File: src/rtl/indexed_lsh_buf.sv
// Indexed left-shift deletion buffer: remove any slot with a single-cycle compaction, append at the tail.
// Optional macro IDX_LSH_ZERO_FILL_EN clears the slot vacated by a remove.
module indexed_lsh_buf #(
    parameter int data_width_param = 32,
    parameter int idx_width_param  = 4
) (
    input  logic                        clk,
    input  logic                        rst_n,
    input  logic                        ld_valid,
    input  logic [data_width_param-1:0] ld_data,
    output logic                        ld_ready,
    input  logic                        rm_valid,
    input  logic [idx_width_param-1:0]  rm_idx,
    output logic                        rm_ready,
    output logic                        out_valid,
    output logic [data_width_param-1:0] out_data,
    output logic                        out_err,
    input  logic                        out_ready,
    output logic [idx_width_param:0]    count,
    input  logic [idx_width_param-1:0]  peek_idx,
    output logic [data_width_param-1:0] peek_data
);

    localparam int depth_param = 2 ** idx_width_param;

    typedef enum logic {
        IDLE,
        RESP
    } state_t;

    state_t                      state;
    state_t                      state_next;
    logic [data_width_param-1:0] arr      [depth_param];
    logic [data_width_param-1:0] arr_next [depth_param];
    logic [idx_width_param:0]    count_next;
    logic [idx_width_param:0]    count_m1;
    logic [idx_width_param-1:0]  wr_idx;
    logic                        ld_fire;
    logic                        rm_fire;
    logic                        rm_hit;

    assign ld_ready  = (count != (idx_width_param + 1)'(depth_param));
    assign rm_ready  = !out_valid || out_ready;
    assign ld_fire   = ld_valid && ld_ready;
    assign rm_fire   = rm_valid && rm_ready;
    assign rm_hit    = rm_fire && ({1'b0, rm_idx} < count);
    assign count_m1  = count - (idx_width_param + 1)'(1);
    assign out_valid = (state == RESP);
    assign peek_data = arr[peek_idx];

    // A paired append lands in the slot the remove just freed, so count stays put.
    assign wr_idx = rm_hit ? count_m1[idx_width_param-1:0] : count[idx_width_param-1:0];

    always_comb begin
        arr_next   = arr;
        count_next = count;
        if (rm_hit) begin
            for (int k = 0; k < depth_param - 1; k++) begin
                if ((k >= int'(rm_idx)) && (k < int'(count) - 1)) begin
                    arr_next[k] = arr[k+1];
                end
            end
`ifdef IDX_LSH_ZERO_FILL_EN
            arr_next[count_m1[idx_width_param-1:0]] = '0;
`endif
            count_next = count_m1;
        end
        if (ld_fire) begin
            arr_next[wr_idx] = ld_data;
            count_next       = count_next + (idx_width_param + 1)'(1);
        end
    end

    always_comb begin
        state_next = state;
        case (state)
            IDLE: if (rm_fire) state_next = RESP;
            RESP: if (out_ready && !rm_fire) state_next = IDLE;
            default: state_next = IDLE;
        endcase
    end

    always_ff @(posedge clk or negedge rst_n) begin
        if (!rst_n) begin
            for (int k = 0; k < depth_param; k++) begin
                arr[k] <= '0;
            end
            count <= '0;
        end else begin
            arr   <= arr_next;
            count <= count_next;
        end
    end

    // Response payload only reloads on an accepted remove, so it holds while stalled.
    always_ff @(posedge clk or negedge rst_n) begin
        if (!rst_n) begin
            state    <= IDLE;
            out_data <= '0;
            out_err  <= 1'b0;
        end else begin
            state <= state_next;
            if (rm_fire) begin
                out_data <= rm_hit ? arr[rm_idx] : '0;
                out_err  <= !rm_hit;
            end
        end
    end

endmodule

File: config.mk
export PLATFORM = sky130hd
export DESIGN_NAME = indexed_lsh_buf
export DESIGN_NICKNAME = d
export VERILOG_FILES = /design/src/rtl/indexed_lsh_buf.sv
export SDC_FILE = /design/constraint.sdc
export NUM_CORES = 1
export LEC_CHECK = 0
export BUFFER_PORTS_ARGS = -buffer_cell sky130_fd_sc_hd__buf_4
export CAP_MARGIN = 20
export CORE_ASPECT_RATIO = 1.75
export CORE_MARGIN = 4
export CORE_UTILIZATION = 57
export CTS_CLUSTER_DIAMETER = 30
export CTS_CLUSTER_SIZE = 8
export DETAILED_ROUTE_END_ITERATION = 10
export HOLD_SLACK_MARGIN = 0.06
export PLACE_DENSITY = 0.77
export SLEW_MARGIN = 20
export SYNTH_ARGS = -nofsm -noshare
export SYNTH_HDL_FRONTEND = slang
export SYNTH_SLANG_ARGS = --single-unit
File: constraint.sdc
create_clock -name clk -period 3.53 [get_ports clk]
set_clock_uncertainty 0.05 [all_clocks]
set_input_delay 0.353 -clock clk [delete_from_list [all_inputs] [get_ports clk]]
set_output_delay 0.353 -clock clk [all_outputs]
set_load 0.01 [all_outputs]
==> summary.md, run 1 <==
| Metric | Value |
|---|---|
| Status | complete, no violations |
| Most common library cells after synthesis | mux2_2, dfrtp_1, mux4_2, clkbuf_1, nand2_1 |
| Top FF cell, synth | dfrtp_1 |
| Crit path launch | count[1] |
| Mapped Cells | 2373 |
| Post-CTS sizing | 0 |
| Min-delay src | out_ready |
| PortBufs | 117 |
| Htree depth | 3 |
| Yosys warnings | 0 |
| First-pass GRT wire length | 162 mm |
| Initial Utilization | 0.577 |
| DP Wirelength | 65.0 mm |
| R2R Path Start | count[1] |
| Filler cells | 4038 |
| Final worst-path cycle share | 0.941 |
| Routed len/inst | 31.7 um |
| Critical Path End Type | flip-flop |
| Most used cell, CP | buf_4 |
| Remaining DRCs | 0 |
| Async S/R FF share, synth | 1.00 |
| Syn Nets | 2427 |
| Clk sinks | 551 |
| WHS | 127 ps |
| Mapped Area | 0.0343 mm^2 |
| CP Class | flip-flop to flip-flop |
| Largest net degree at the start of global routing | 99 |
| Net Sw Power | 12.3 mW |
| Core area | 0.0594 mm^2 |
| Area Overhead vs Synth | 18.2% |
| VDD IR max | 556 uV |
| Placed Instances | 3178 |
| Comb pwr share | 0.425 |
| Max cap viols | 0 |
| Boundary Pins | 118 |
| Cell Int Power | 24.1 mW |
| Largest stage delay, worst path | 380 ps |
| Cell breakdown of the critical path | inv_1 -> buf_4 -> ha_1 -> and4bb_2 -> a221oi_2 -> o211ai_2 -> a211oi_4 -> buf_4 -> mux2_2 -> mux2_1 |
| Placer Congestion | 0.912 |
| #FFs+latches synth | 551 |
| GR Util All Layers | 0.332 |
| Part of the power in registers | 0.338 |
| Vias in the first global route | 25803 |
| RSZ-0062 raised after global routing | no |
| Critical Path Fanout Max | 15 |
| Finished Core Util | 0.683 |
| Post-layout nets | 2601 |
| Fmax | 301 MHz |
| Pre-Repair DR Iteration Count | 6 |
| Placed Area | 0.0370 mm^2 |
| Number of routed nets with antenna violations | 0 |
| Initial drt markers | 1857 |
| Synth top area share | 0.402 |
| CTS max path bufs | 3 |
| Power, Total | 36.3 mW |
| Share of layout cells above drive strength 1 | 0.579 |
| Power Density | 897 mW/mm^2 |
| Measured slew at the worst slew-check pin | 995 ps |
| Final Max Slew Viols | 0 |
| Slew HR | 0.337 |
| Chip height | 332 um |
| WP data arrival | 3800 ps |
| Die ar. | 0.0643 mm^2 |
| Lkg Pwr | 16.8 nW |
| Clock share of power | 0.238 |
| Initial antenna violation count | 1 |
| CTS tree | yes |
| Row count | 118 |
| Sequential fraction of the synthesis area | 0.402 |
| Worst skew pair latency | 650 ps |
| CTS clk-pin slew, worst paths | 50 ps |
| Final worst path period need | 3320 ps |
| Vias post-DR | 23798 |
| Final WL | 107 mm |
| CP required | 4010 ps |
| Final Setup Violations | 0 |
| CTS Root Cell | clkbuf_16 |
| Die Span X | 193 um |
| Number of enable flip-flop cells after synthesis | 0 |
| Distinct cells, synth | 57 |
| Worst slack at placement | -39.2 ps |
| Worst hold-check path type | input pin to flip-flop |
| Vias/cell | 7.03 |
| Synth top area cells | dfrtp_1, mux2_2, mux4_2 |
| Gr ovfl total | 0 |
| Worst path slowest cell | mux2_2 |
| Count leader, synth | mux2_2 |
| Buf/Inv on CP | 3 |
| Critical path's top delay family | compound AO/OA/AOI/OAI gates |
| Num CTS Buffers | 94 |
| Switching Share | 0.337 |
| Final cell count without fillers | 3383 |
| Final hold viol count | 0 |
| Mean Syn Cell Area | 14.4 um^2 |
| CP startpoint kind | flip-flop |
| Area leader, netlist | dfrtp_1 |
| Design Area, Final | 0.0405 mm^2 |
| Worst Slack Setup Final | 208 ps |
| TNS Setup | 0 ps |
sequential cells by signal, summed over array words and instances (netlist names), named ones only:
signal	cells
arr	480
out_valid	1
out_data	32
out_err	1
count	5
placed cells by master, fill, tap and decap left out, types with 32 or more instances in the layout:
cell type,Yosys,routed
a22o_1,32,32
buf_12,0,54
dfrtp_1,551,551
o21ai_0,90,89
nand2_1,107,106
mux2_2,712,712
mux2i_1,101,98
clkbuf_16,0,95
buf_4,0,207
mux2_1,59,59
dlygate4sd3_1,0,35
mux4_2,320,320
worst register-to-register path: stages, from the launching register on:
cell and delay [ps]:
dfrtp_1 350, inv_1 70, buf_4 140, ha_1 270, and4bb_2 320, a221oi_2 340
o211ai_2 270, a211oi_4 350, buf_4 370, mux2_2 400, mux2_1 290
kinds of logic (layout without fill, tap and decap cells):
family,Yosys count,count (layout),synth area share
muxes,1222,1222,0.506
buffers and inverters,233,461,0.0294
adders and majority gates,9,9,0.00329
other,0,2,0
AOI/OAI and AO/OA,177,177,0.0344
and+or+nand+nor,171,171,0.0217
xor gates and xnor gates,10,10,0.00256
DFF,551,551,0.402
final cells by class:
class                           instances  area (um^2)  area share
Timing Repair Buffer                  301         3050      0.0753
Antenna cell                            2         5.00    0.000124
Tap cell                              780          976      0.0241
Clock inverter                         27          319     0.00787
Sequential cell                       551        13800       0.340
Inverter                               10         37.5    0.000926
Clock buffer                          123         2630      0.0650
Multi-Input combinational cell       1589        19700       0.486
worst paths after layout:
kind	slack [ps]	depth (start not counted)	end
setup / recovery	210	10	arr[130]
hold / removal	130	4	out_valid
setup reg to reg	210	10	arr[130]
max in group asynchronous	2030	3	arr[243]
min in group asynchronous	280	2	arr[201]
hold reg to reg	450	1	out_data[30]
power by group through the flow:
stage               Combinational [mW]  Sequential, mW  Clock (mW)
finish                            15.4            12.3        8.64
detailed placement                15.1            12.3           0
global route                      16.3            12.7        9.01
floorplan                         10.8            11.3           0
CTS                               15.3            12.2        8.72
global placement                  14.6            11.9           0
timing repair:
| action | CTS | global route |
|---|---|---|
| hold endpoints to repair | 585 | 0 |
| gates cloned | 0 | 0 |
| setup endpoints to repair | 5 | 58 |
| hold buffers | 35 | 0 |
| buffers inserted | 7 | 11 |
| pin swaps | 1 | 3 |
layer usage:
| layer | track usage | wire length [um] | part of all wire | up-vias |
|---|---|---|---|---|
| met5 | 0 | 0 | 0 | - |
| met4 | 0.209 | 7810 | 0.073 | 0 |
| met3 | 0.0536 | 7180 | 0.067 | 463 |
| met2 | 0.576 | 55600 | 0.52 | 1263 |
| met1 | 0.384 | 36700 | 0.34 | 12488 |
| li1 | - | - | - | 9584 |
Note: power is estimated with default switching activity, not from simulation.
==> inputs of run 2 (changes only) <==
CELL_PAD_IN_SITES_DETAIL_PLACEMENT = 0   (was not set)
CELL_PAD_IN_SITES_GLOBAL_PLACEMENT = 1   (was not set)
CORE_UTILIZATION = 48   (was 57)
PLACE_DENSITY = not set   (was 0.77)
PLACE_DENSITY_LB_ADDON = 0.1   (was not set)
==> run 2 against run 1 <==
Net effect:
- largest power group unchanged
- sequential power barely moved
- sequential cell count did not move
- largest cell class unchanged
- final cell count rose by 4.6%
- die area rose by 18%
- setup slack got worse by 52 ps
- critical path depth rose by 3
- critical path type unchanged
- total power rose by 5.1%
- via count fell by 4.0%
- non-clock buffer count fell by 26
- global-route usage fell by 3.9 points
- combinational power barely moved
==> summary.md, run 2 (synthesis results as in run 1) <==
| Metric | Value |
|---|---|
| Final Setup Violations | 0 |
| GR Util All Layers | 0.293 |
| Die Span X | 210 um |
| Clk sinks | 551 |
| Power, Total | 38.2 mW |
| PortBufs | 117 |
| Largest Register | arr |
| Row count | 129 |
| CP startpoint kind | flip-flop |
| Core area | 0.0707 mm^2 |
| Initial antenna violation count | 5 |
| Postcts setup bufs | 0 |
| Largest net degree at the start of global routing | 123 |
| Final hold viol count | 0 |
| Num CTS Buffers | 109 |
| Design Area, Final | 0.0414 mm^2 |
| Final worst-path cycle share | 0.956 |
| Final worst path period need | 3370 ps |
| Worst hold-check path type | input pin to flip-flop |
| Vias in the first global route | 25059 |
| CTS clk-pin slew, worst paths | 50 ps |
| VDD IR max | 541 uV |
| Most frequent cells in the layout | mux2_2, dfrtp_1, mux4_2 |
| Htree depth | 3 |
| RSZ-0062 raised after global routing | no |
| CTS Root Cell | clkbuf_16 |
| TNS Setup | 0 ps |
| Area Overhead vs Synth | 20.7% |
| Gr ovfl total | 0 |
| Initial Utilization | 0.485 |
| Critical Path End Type | flip-flop |
| CP required | 4030 ps |
| Initial drt markers | 1308 |
| Share of layout cells above drive strength 1 | 0.582 |
| Die ar. | 0.0759 mm^2 |
| Lkg Pwr | 17.1 nW |
| Boundary Pins | 118 |
| WP data arrival | 3880 ps |
| Remaining DRCs | 0 |
| Routed len/inst | 31.4 um |
| Pre-Repair DR Iteration Count | 5 |
| Chip height | 361 um |
| CTS max path bufs | 3 |
| Post-layout nets | 2590 |
| Commonest non-fill, non-tap cell in the layout | mux2_2 |
| Placed Area | 0.0371 mm^2 |
| Final WL | 111 mm |
| Max cap viols | 0 |
| Power Density | 924 mW/mm^2 |
| Largest register FFs | 480 |
| First-pass GRT wire length | 166 mm |
| Fmax | 296 MHz |
| Slew HR | 0.347 |
| Vias/cell | 6.46 |
| Number of routed nets with antenna violations | 0 |
| DP Wirelength | 64.5 mm |
| Worst skew pair latency | 690 ps |
| Vias post-DR | 22841 |
| Status | complete, no violations |
| Measured slew at the worst slew-check pin | 979 ps |
| Biggest regs | arr (480), out_data (32), count (5) |
| Placer Congestion | 0.901 |
| Critical Path Fanout Max | 32 |
| Final Max Slew Viols | 0 |
| CTS tree | yes |
| CP Class | flip-flop to flip-flop |
run 2: cell types whose count changed in the layout (fill, tap and decap cells not counted), moves of 2 or more:
cell,delta
inv_16,-2
clkbuf_16,+17
buf_12,-7
bufinv_16,+13
buf_4,-21
clkinv_4,+2
clkinv_2,+9
clkinvlp_4,+3
run 2: metrics by stage:
step | hold WS (ps) | cells | util | setup slack (ps)
after global placement | 328 | 3305 | 0.525 | 102
after CTS | 104 | 3536 | 0.584 | 139
after detailed placement | 313 | 3305 | 0.525 | 99.5
after floorplan | 7.41 | 2373 | - | -10.7
after global routing | 219 | 3538 | 0.585 | 14.7
final | 155 | 3538 | 0.585 | 156
run 2: layout make-up:
type | count | area, um^2
Tap cell | 917 | 1150
Clock inverter | 54 | 801
Multi-Input combinational cell | 1589 | 19700
Antenna cell | 1 | 2.50
Timing Repair Buffer | 275 | 2790
Fill cell | 5615 | 29300
Clock buffer | 141 | 3050
Inverter | 10 | 37.5
Sequential cell | 551 | 13800
run 2: critical path, stage by stage (launching register included):
cell and delay (ps):
dfrtp_1 350, clkinv_1 90, ha_1 290, nand2_1 80, o21a_1 200, o21ai_2 250, nor2_1 90, a21oi_2 210
ha_1 210, nand3_1 150, or3_1 420, mux2i_4 320, clkbuf_16 310, o21ai_0 150
run 2: per-layer routing:
| metal | vias to the layer above | share of wire | track usage |
|---|---|---|---|
| li1 | 9560 | - | - |
| met1 | 12317 | 0.38 | 0.352 |
| met2 | 723 | 0.54 | 0.533 |
| met3 | 241 | 0.045 | 0.0419 |
| met4 | 0 | 0.040 | 0.109 |
| met5 | - | 0 | 0 |
run 2: where the power goes:
| part | internal [mW] | switching [mW] | total, mW |
|---|---|---|---|
| combinational | 9.07 | 6.10 | 15.2 |
| clock | 7.28 | 3.58 | 10.9 |
| sequential | 9.39 | 2.77 | 12.2 |
| total | 25.8 | 12.4 | 38.2 |
run 2: final timing paths:
kind                            slack (ps)          end        start  depth (start not counted)
worst max-delay path                   160     arr[366]     count[2]                         13
worst min-delay path                   150      out_err    out_ready                          4
worst max register to register         160     arr[366]     count[2]                         13
worst min register to register         450  out_data[3]  out_data[3]                          1
max in group asynchronous             2030     arr[205]        rst_n                          3
min in group asynchronous              160     arr[262]        rst_n                          2
run 2: repair_timing:
item                       in CTS  in global routing
setup endpoints to repair       0                 53
resized for setup               0                  8
hold endpoints to repair      590                  0
hold buffers                   36                  0
